## src/rtl/grf_pkg.sv

```systemverilog
// grf_pkg -- shared definitions for the multi-port general register file.
//
// Contents:
//   DEFAULT_DATA_W / DEFAULT_ADDR_W  default register width and address width
//   ZERO_REG                         hard-wired zero register index
//   TRACE_FMT                        write trace format (used when GRF_TRACE_EN is defined)
//   pendDelta()                      +1/-1/0 contribution of one pending bit transition
package grf_pkg;

    localparam int DEFAULT_DATA_W = 32;
    localparam int DEFAULT_ADDR_W = 5;
    localparam int ZERO_REG       = 0;

    localparam string TRACE_FMT = "%d@%h: $%d <= %h";

    // Net change of the pending count caused by one register's bit going from
    // wasPending to isPending across an edge.
    function automatic logic signed [1:0] pendDelta(input logic wasPending,
                                                    input logic isPending);
        case ({wasPending, isPending})
            2'b01:   return 2'sd1;
            2'b10:   return -2'sd1;
            default: return 2'sd0;
        endcase
    endfunction

endpackage

```

## src/rtl/grf_scoreboard.sv

```systemverilog
// grf_scoreboard -- pending-write scoreboard for the general register file.
//
// Tracks one pending bit per register: set by an issued producer, cleared by
// a retiring (wr_clr) write. A set and a clear of the same register on the
// same edge leave the bit set, because the newly issued producer supersedes
// the retiring one. pending_cnt_o is a registered counter kept equal to the
// popcount of the pending bits.
//
// Ports:
//   clk, reset       clock, asynchronous active-high reset
//   issue_valid_i    an instruction with a destination issues this cycle
//   issue_addr_i     its destination register
//   we_i, wr_clr_i   per write port: write enable, retire pending entry
//   wr_addr_i        per write port address (packed)
//   rd_addr_i        per read port address (packed)
//   rd_busy_o        per read port: register has an outstanding producer
//   pending_cnt_o    number of registers currently pending
module grf_scoreboard
    import grf_pkg::*;
#(
    parameter int ADDR_W = DEFAULT_ADDR_W,
    parameter int NUM_RD = 2,
    parameter int NUM_WR = 1
) (
    input  logic                     clk,
    input  logic                     reset,
    input  logic                     issue_valid_i,
    input  logic [ADDR_W-1:0]        issue_addr_i,
    input  logic [NUM_WR-1:0]        we_i,
    input  logic [NUM_WR-1:0]        wr_clr_i,
    input  logic [NUM_WR*ADDR_W-1:0] wr_addr_i,
    input  logic [NUM_RD*ADDR_W-1:0] rd_addr_i,
    output logic [NUM_RD-1:0]        rd_busy_o,
    output logic [ADDR_W:0]          pending_cnt_o
);

    localparam int DEPTH = 1 << ADDR_W;

    logic [DEPTH-1:0]        pending_q, pending_d;
    logic [DEPTH-1:0]        clrHit;
    logic [ADDR_W:0]         cnt_q, cnt_d;
    logic signed [ADDR_W+1:0] delta;

    // Registers being retired this cycle by any clearing write port.
    always_comb begin
        clrHit = '0;
        for (int w = 0; w < NUM_WR; w++) begin
            if (we_i[w] && wr_clr_i[w]) begin
                clrHit[wr_addr_i[w*ADDR_W +: ADDR_W]] = 1'b1;
            end
        end
    end

    // Next pending bits (set beats clear) and the net count change. Register
    // zero is skipped so it can never become pending.
    always_comb begin
        pending_d = '0;
        delta     = '0;
        for (int r = 1; r < DEPTH; r++) begin
            pending_d[r] = (issue_valid_i && (issue_addr_i == ADDR_W'(r)))
                         | (pending_q[r] & ~clrHit[r]);
            delta = delta + (ADDR_W+2)'(pendDelta(pending_q[r], pending_d[r]));
        end
        cnt_d = cnt_q + (ADDR_W+1)'(delta);
    end

    // Scoreboard state; reset drops every outstanding producer.
    always_ff @(posedge clk or posedge reset) begin
        if (reset) begin
            pending_q <= '0;
            cnt_q     <= '0;
        end else begin
            pending_q <= pending_d;
            cnt_q     <= cnt_d;
        end
    end

    // A clearing write in the current cycle hides the pending bit so decode
    // can consume the bypassed value without stalling.
    always_comb begin
        rd_busy_o = '0;
        for (int k = 0; k < NUM_RD; k++) begin
            rd_busy_o[k] = (rd_addr_i[k*ADDR_W +: ADDR_W] != ADDR_W'(ZERO_REG))
                         && pending_q[rd_addr_i[k*ADDR_W +: ADDR_W]]
                         && !clrHit[rd_addr_i[k*ADDR_W +: ADDR_W]];
        end
    end

    assign pending_cnt_o = cnt_q;

endmodule

```

## src/rtl/grf_multiport.sv

```systemverilog
// grf_multiport -- parametrised multi-port general register file.
//
// Holds the register array, resolves write-port priority (higher index wins)
// and provides combinational reads with same-cycle bypass from all write
// ports. Hazard bookkeeping lives in grf_scoreboard.
//
// Ports:
//   clk, reset    clock, asynchronous active-high reset (clears array and scoreboard)
//   rd_addr       NUM_RD packed read addresses
//   rd_data       NUM_RD packed read data
//   rd_busy       NUM_RD pending-write flags for the read addresses
//   we, wr_addr, wr_data, wr_clr, wr_pc   NUM_WR packed write ports
//   issue_valid, issue_addr               destination of the issuing instruction
//   pending_cnt   number of pending registers
//
// Configuration macro:
//   GRF_TRACE_EN  when defined, prints one trace line per enabled write port
//                 on each rising edge outside reset.
module grf_multiport
    import grf_pkg::*;
#(
    parameter int DATA_W = DEFAULT_DATA_W,
    parameter int ADDR_W = DEFAULT_ADDR_W,
    parameter int NUM_RD = 2,
    parameter int NUM_WR = 1
) (
    input  logic                     clk,
    input  logic                     reset,
    input  logic [NUM_RD*ADDR_W-1:0] rd_addr,
    output logic [NUM_RD*DATA_W-1:0] rd_data,
    output logic [NUM_RD-1:0]        rd_busy,
    input  logic [NUM_WR-1:0]        we,
    input  logic [NUM_WR*ADDR_W-1:0] wr_addr,
    input  logic [NUM_WR*DATA_W-1:0] wr_data,
    input  logic [NUM_WR-1:0]        wr_clr,
    input  logic [NUM_WR*32-1:0]     wr_pc,
    input  logic                     issue_valid,
    input  logic [ADDR_W-1:0]        issue_addr,
    output logic [ADDR_W:0]          pending_cnt
);

    localparam int DEPTH = 1 << ADDR_W;

    logic [DATA_W-1:0]        mem_q [DEPTH];
    logic [NUM_RD*DATA_W-1:0] rdData;

    // Register array. Ports are applied in index order so the last
    // non-blocking assignment (highest port) wins on an address collision.
    // Entry zero is never written and therefore always reads zero.
    always_ff @(posedge clk or posedge reset) begin
        if (reset) begin
            for (int i = 0; i < DEPTH; i++) begin
                mem_q[i] <= '0;
            end
        end else begin
            for (int w = 0; w < NUM_WR; w++) begin
                if (we[w] && (wr_addr[w*ADDR_W +: ADDR_W] != ADDR_W'(ZERO_REG))) begin
                    mem_q[wr_addr[w*ADDR_W +: ADDR_W]] <= wr_data[w*DATA_W +: DATA_W];
                end
            end
        end
    end

    // Read muxes: array value, overridden by matching write ports in
    // ascending index order so the highest-priority writer is forwarded.
    always_comb begin
        rdData = '0;
        for (int k = 0; k < NUM_RD; k++) begin
            rdData[k*DATA_W +: DATA_W] = mem_q[rd_addr[k*ADDR_W +: ADDR_W]];
            for (int w = 0; w < NUM_WR; w++) begin
                if (we[w]
                    && (wr_addr[w*ADDR_W +: ADDR_W] != ADDR_W'(ZERO_REG))
                    && (wr_addr[w*ADDR_W +: ADDR_W] == rd_addr[k*ADDR_W +: ADDR_W])) begin
                    rdData[k*DATA_W +: DATA_W] = wr_data[w*DATA_W +: DATA_W];
                end
            end
        end
    end

    assign rd_data = rdData;

    grf_scoreboard #(
        .ADDR_W (ADDR_W),
        .NUM_RD (NUM_RD),
        .NUM_WR (NUM_WR)
    ) u_scoreboard (
        .clk           (clk),
        .reset         (reset),
        .issue_valid_i (issue_valid),
        .issue_addr_i  (issue_addr),
        .we_i          (we),
        .wr_clr_i      (wr_clr),
        .wr_addr_i     (wr_addr),
        .rd_addr_i     (rd_addr),
        .rd_busy_o     (rd_busy),
        .pending_cnt_o (pending_cnt)
    );

`ifdef GRF_TRACE_EN
    // Write trace, including writes aimed at register zero.
    always @(posedge clk) begin
        if (!reset) begin
            for (int w = 0; w < NUM_WR; w++) begin
                if (we[w]) begin
                    $display(TRACE_FMT, $time, wr_pc[w*32 +: 32],
                             wr_addr[w*ADDR_W +: ADDR_W], wr_data[w*DATA_W +: DATA_W]);
                end
            end
        end
    end
`else
    // The PC only feeds the trace; fold it away when tracing is off.
    logic unusedPc;
    assign unusedPc = ^wr_pc;
`endif

endmodule

```

## config.mk

```make
export PLATFORM = sky130hd
export DESIGN_NAME = grf_multiport
export DESIGN_NICKNAME = d
export VERILOG_FILES = /design/src/rtl/grf_pkg.sv /design/src/rtl/grf_scoreboard.sv /design/src/rtl/grf_multiport.sv
export SDC_FILE = /design/constraint.sdc
export NUM_CORES = 2
export LEC_CHECK = 0
export BUFFER_PORTS_ARGS = -buffer_cell sky130_fd_sc_hd__buf_2
export CAP_MARGIN = 20
export CELL_PAD_IN_SITES_DETAIL_PLACEMENT = 0
export CELL_PAD_IN_SITES_GLOBAL_PLACEMENT = 2
export CORE_MARGIN = 2
export CORE_UTILIZATION = 42
export CTS_CLUSTER_DIAMETER = 30
export DETAILED_ROUTE_END_ITERATION = 12
export GPL_TIMING_DRIVEN = 1
export PLACE_DENSITY_LB_ADDON = 0.1
export SLEW_MARGIN = 25
export SYNTH_ARGS = -nofsm -noshare
export SYNTH_HDL_FRONTEND = slang
export SYNTH_HIERARCHICAL = 1
export SYNTH_SLANG_ARGS = --single-unit
```

## constraint.sdc

```tcl
create_clock -name clk -period 29.8 [get_ports clk]
set_input_delay 0 -clock clk [delete_from_list [all_inputs] [get_ports clk]]
set_output_delay 0 -clock clk [all_outputs]
set_load 0.02 [all_outputs]
```

==> summary.md <==
| Metric | Value |
|---|---|
| Post-CTS sizing | 0 |
| Final setup skew | 0.0586 ns |
| Synth Area per Inst | between 10 and 15 um2 |
| Clk buf depth | 4 |
| Number of fill cells | 11,500 |
| Later-pin clock latency in the skew report | 0.90 ns |
| Total number of vias | 38,700 |
| Top FF cell, synth | dfrtp_1 |
| Top post-synthesis cells by count | dfrtp_1 (1,061), mux2_2 (1,059), mux4_2 (519), o22ai_1 (253), clkbuf_1 (201) |
| Setup crit end | u_scoreboard/pending_cnt_o[5]$_DFF_PP0_ |
| Die Area | 143,000 um2 |
| Post-place instance area | 60,700 um2 |
| DRC | 0 |
| CTS buffer count | between 300 and 400 |
| Worst vdd ir | 1.46 mV |
| Yosys Warn Count | 6 |
| Arr. time, crit path | ~7.9 ns |
| Row count | roughly 140 |
| Outcome | completed |
| Synthesized cell area | around 60,000 um2 |
| Setup CP Type | input pin to flip-flop |
| Slew margin rel. | 0.320 |
| Min Tclk post-route | slightly above 7 ns |
| DP Wirelength | 111,000 um |
| Final Cell Area | approximately 72,000 um2 |
| Largest cells by area after synthesis | dfrtp_1 (45%), mux2_2 (20%), mux4_2 (20%), fa_1 (2.7%), o22ai_1 (2.7%) |
| Hold slack | about 0.063 ns |
| Vias in the first global route | 43,100 |
| Part of the cycle the worst path needs | 0.240 |
| Routability cong. | 0.794 |
| 1st-pass router iterations | 7 |
| Min-Delay Path Class | input pin to flip-flop |
| Sink Count | 1,061 |
| Area grow syn2layout | 22.3% |
| Worst R2R Start | u_scoreboard/pending_q[8]$_DFF_PP0_ |
| Sequential share of the synthesized area | 0.452 |
| Initial antenna violation count | 7 |
| PwrDens | 154 nW/um2 |
| Yosys reg bits | ~1,100 |
| FF-to-FF path depth | 21 |
| Hold Fails Final Rpt | 0 |
| Worst Setup Start Kind | input pin |
| Worst path required time | 30.52 ns |
| Worst slew pin tran | 1.02 ns |
| Post-Layout Cell Count | between 6,000 and 7,000 |
| PortBufs | 128 |
| R2r endpoint | u_scoreboard/pending_cnt_o[5]$_DFF_PP0_ |
| Post-Route WL | 201,000 um |
| Synth area leader | dfrtp_1 |
| Die Height | 378 um |
| R2r setup slk | between 20 and 25 ns |
| Initial Util | 0.422 |
| Most common cell in the netlist | dfrtp_1 |
| Antenna Nets Post-Route | 0 |
| Core Area | 139,000 um2 |
| CTS root buf | clkbuf_16 |
| Final setup viols | 0 |
| Max-slew violation count | 0 |
| CP max FO | 24 |
| Num ports | 161 |
| Ys async rst share | 1.00 |
| Largest net degree at the start of global routing | 190 |
| Wire length per cell | around 33 um |
| Clk slew on worst S/H paths | approximately 0.040 ns |
| Distinct cell type count after synthesis | ~50 |
| LEAKAGE | 31.3 nW |
| Placed Instances | 5,597 |
| H-tree Lvls | 5 |
| Unrepaired setup endpoints after global routing | no |
| Die span in x | 378 um |
| Fraction of layout cells with a size suffix above 1 | 0.541 |
| Tot GR Track Use | 0.287 |
| Post-synth EDFFs | 0 |
| Iter 0 DRT Violations | 3,060 |
| Post-Syn Nets | between 4,000 and 5,000 |
| Critical Path End Type | flip-flop |
| First-pass GRT wire length | 295,000 um |
| Final net count | between 4,000 and 5,000 |
| Tot Pwr | 0.0111 W |
| CTS tree | built |
| Grt ovf | 0 |
| Sum Neg Setup Slack | 0 ns |
| Mapped Cells | 3,930 |
| Via density | between 6 and 7 |
| CP startpoint | wr_addr[2] |
| Max Clock Freq | 0.140 GHz |
| Yosys top cell area share | 0.452 |
| Post-CTS setup buffer count | 0 |
| MaxCap Viol Count | 0 |
[layout by cell type (no fill, tap or decap), drive strengths merged, types with 7 or more instances in the layout]
cell type / n
nand4b: 7
clkinvlp: 12
inv: 151
xor2: 14
o22ai: 253
or2: 8
clkinv: 56
nor2: 22
mux4: 525
mux2: 1059
mux2i: 9
nand2: 23
ha: 53
o21ai: 40
nand3: 10
bufinv: 33
nor4: 64
buf: 215
or3b: 8
fa: 80
xnor2: 25
clkbuf: 435
nand3b: 13
dlygate4sd3: 53
nand2b: 9
dfrtp: 1061
o21a: 31
[cell type report]
cell class                 count  area, um2  area share
multi-input combinational   2300      29900       0.417
tap                         1876       2350      0.0327
inverter                     148        563     0.00783
timing repair buffer         268       1960      0.0272
clock buffer                 435       9090       0.127
antenna                        1       2.50   0.0000348
sequential                  1061      26600       0.369
clock inverter               104       1420      0.0198
[repair_timing]
item,in CTS,in global routing
hold buffers,53,0
endpoints found under the hold margin,1178,0
endpoints found under the setup margin,0,0
[per-stage QoR]
stage,setup WS (ns),util
after CTS,22.62,0.516
after global routing,22.24,0.516
after floorplan,0.984,-
after global placement,22.54,0.436
final,22.64,0.516
after detailed placement,22.55,0.436
[critical path, stage by stage]
cell,delay [ns]
dlygate4sd3_1,0.51
buf_2,0.52
nand3_1,0.18
dlygate4sd3_1,0.64
o21ai_0,0.18
o21a_1,0.17
ha_1,0.15
inv_1,0.05
fa_1,0.49
fa_1,0.50
inv_1,0.07
fa_1,0.49
inv_1,0.08
fa_1,0.54
inv_1,0.05
fa_1,0.50
inv_1,0.05
fa_1,0.56
fa_1,0.45
fa_1,0.54
inv_1,0.05
ha_1,0.27
a21o_1,0.18
a21oi_1,0.18
xnor2_1,0.11
xnor2_1,0.24
xnor2_1,0.11
[registers in the layout, summed over array words and instances (netlist names)]
| signal | flops |
|---|---|
| u_scoreboard/pending_q | 31 |
| mem_q | 1024 |
| u_scoreboard/pending_cnt_o | 6 |
[how the worst min path moves through the flow]
stage                            from                                      end  slack, ns  depth (start not counted)
final                          wr_clr     u_scoreboard/pending_q[15]$_DFF_PP0_       0.06                          5
after global routing               we                   mem_q[684]$_DFFE_PP0P_       0.05                          5
after CTS                      wr_clr     u_scoreboard/pending_q[11]$_DFF_PP0_      0.002                          5
after detailed placement        reset  u_scoreboard/pending_cnt_o[5]$_DFF_PP0_       0.24                          3
after global placement          reset  u_scoreboard/pending_cnt_o[5]$_DFF_PP0_       0.22                          3
after floorplan           wr_data[29]                   mem_q[285]$_DFFE_PP0P_       0.15                          1
[power breakdown]
group          switching, W  total [W]  leakage (nW)  internal (W)
sequential         0.000200    0.00203          13.6       0.00183
combinational       0.00284    0.00575          12.5       0.00291
clock              0.000930    0.00330          5.17       0.00237
[layer usage]
layer | global-route usage | up-vias | part of all wire
li1 | - | 15500 | -
met1 | 0.370 | 21200 | 0.41
met2 | 0.472 | 1519 | 0.49
met3 | 0.0554 | 502 | 0.063
met4 | 0.124 | 2 | 0.041
met5 | 0 | - | 0.000040
[kinds of logic (layout without fill, tap and decap cells)]
group           count (synthesis)  in the layout  share of synthesized area
flops                        1061           1061                      0.452
other cells                     0              1                          0
simple gates                  196            196                     0.0202
mux                          1593           1593                      0.406
buf+inv                       569            955                     0.0410
xor+xnor                       39             39                    0.00581
compound gates                339            339                     0.0363
fa+ha+maj                     133            133                     0.0385
No activity file was read; power rests on OpenSTA's default activity.
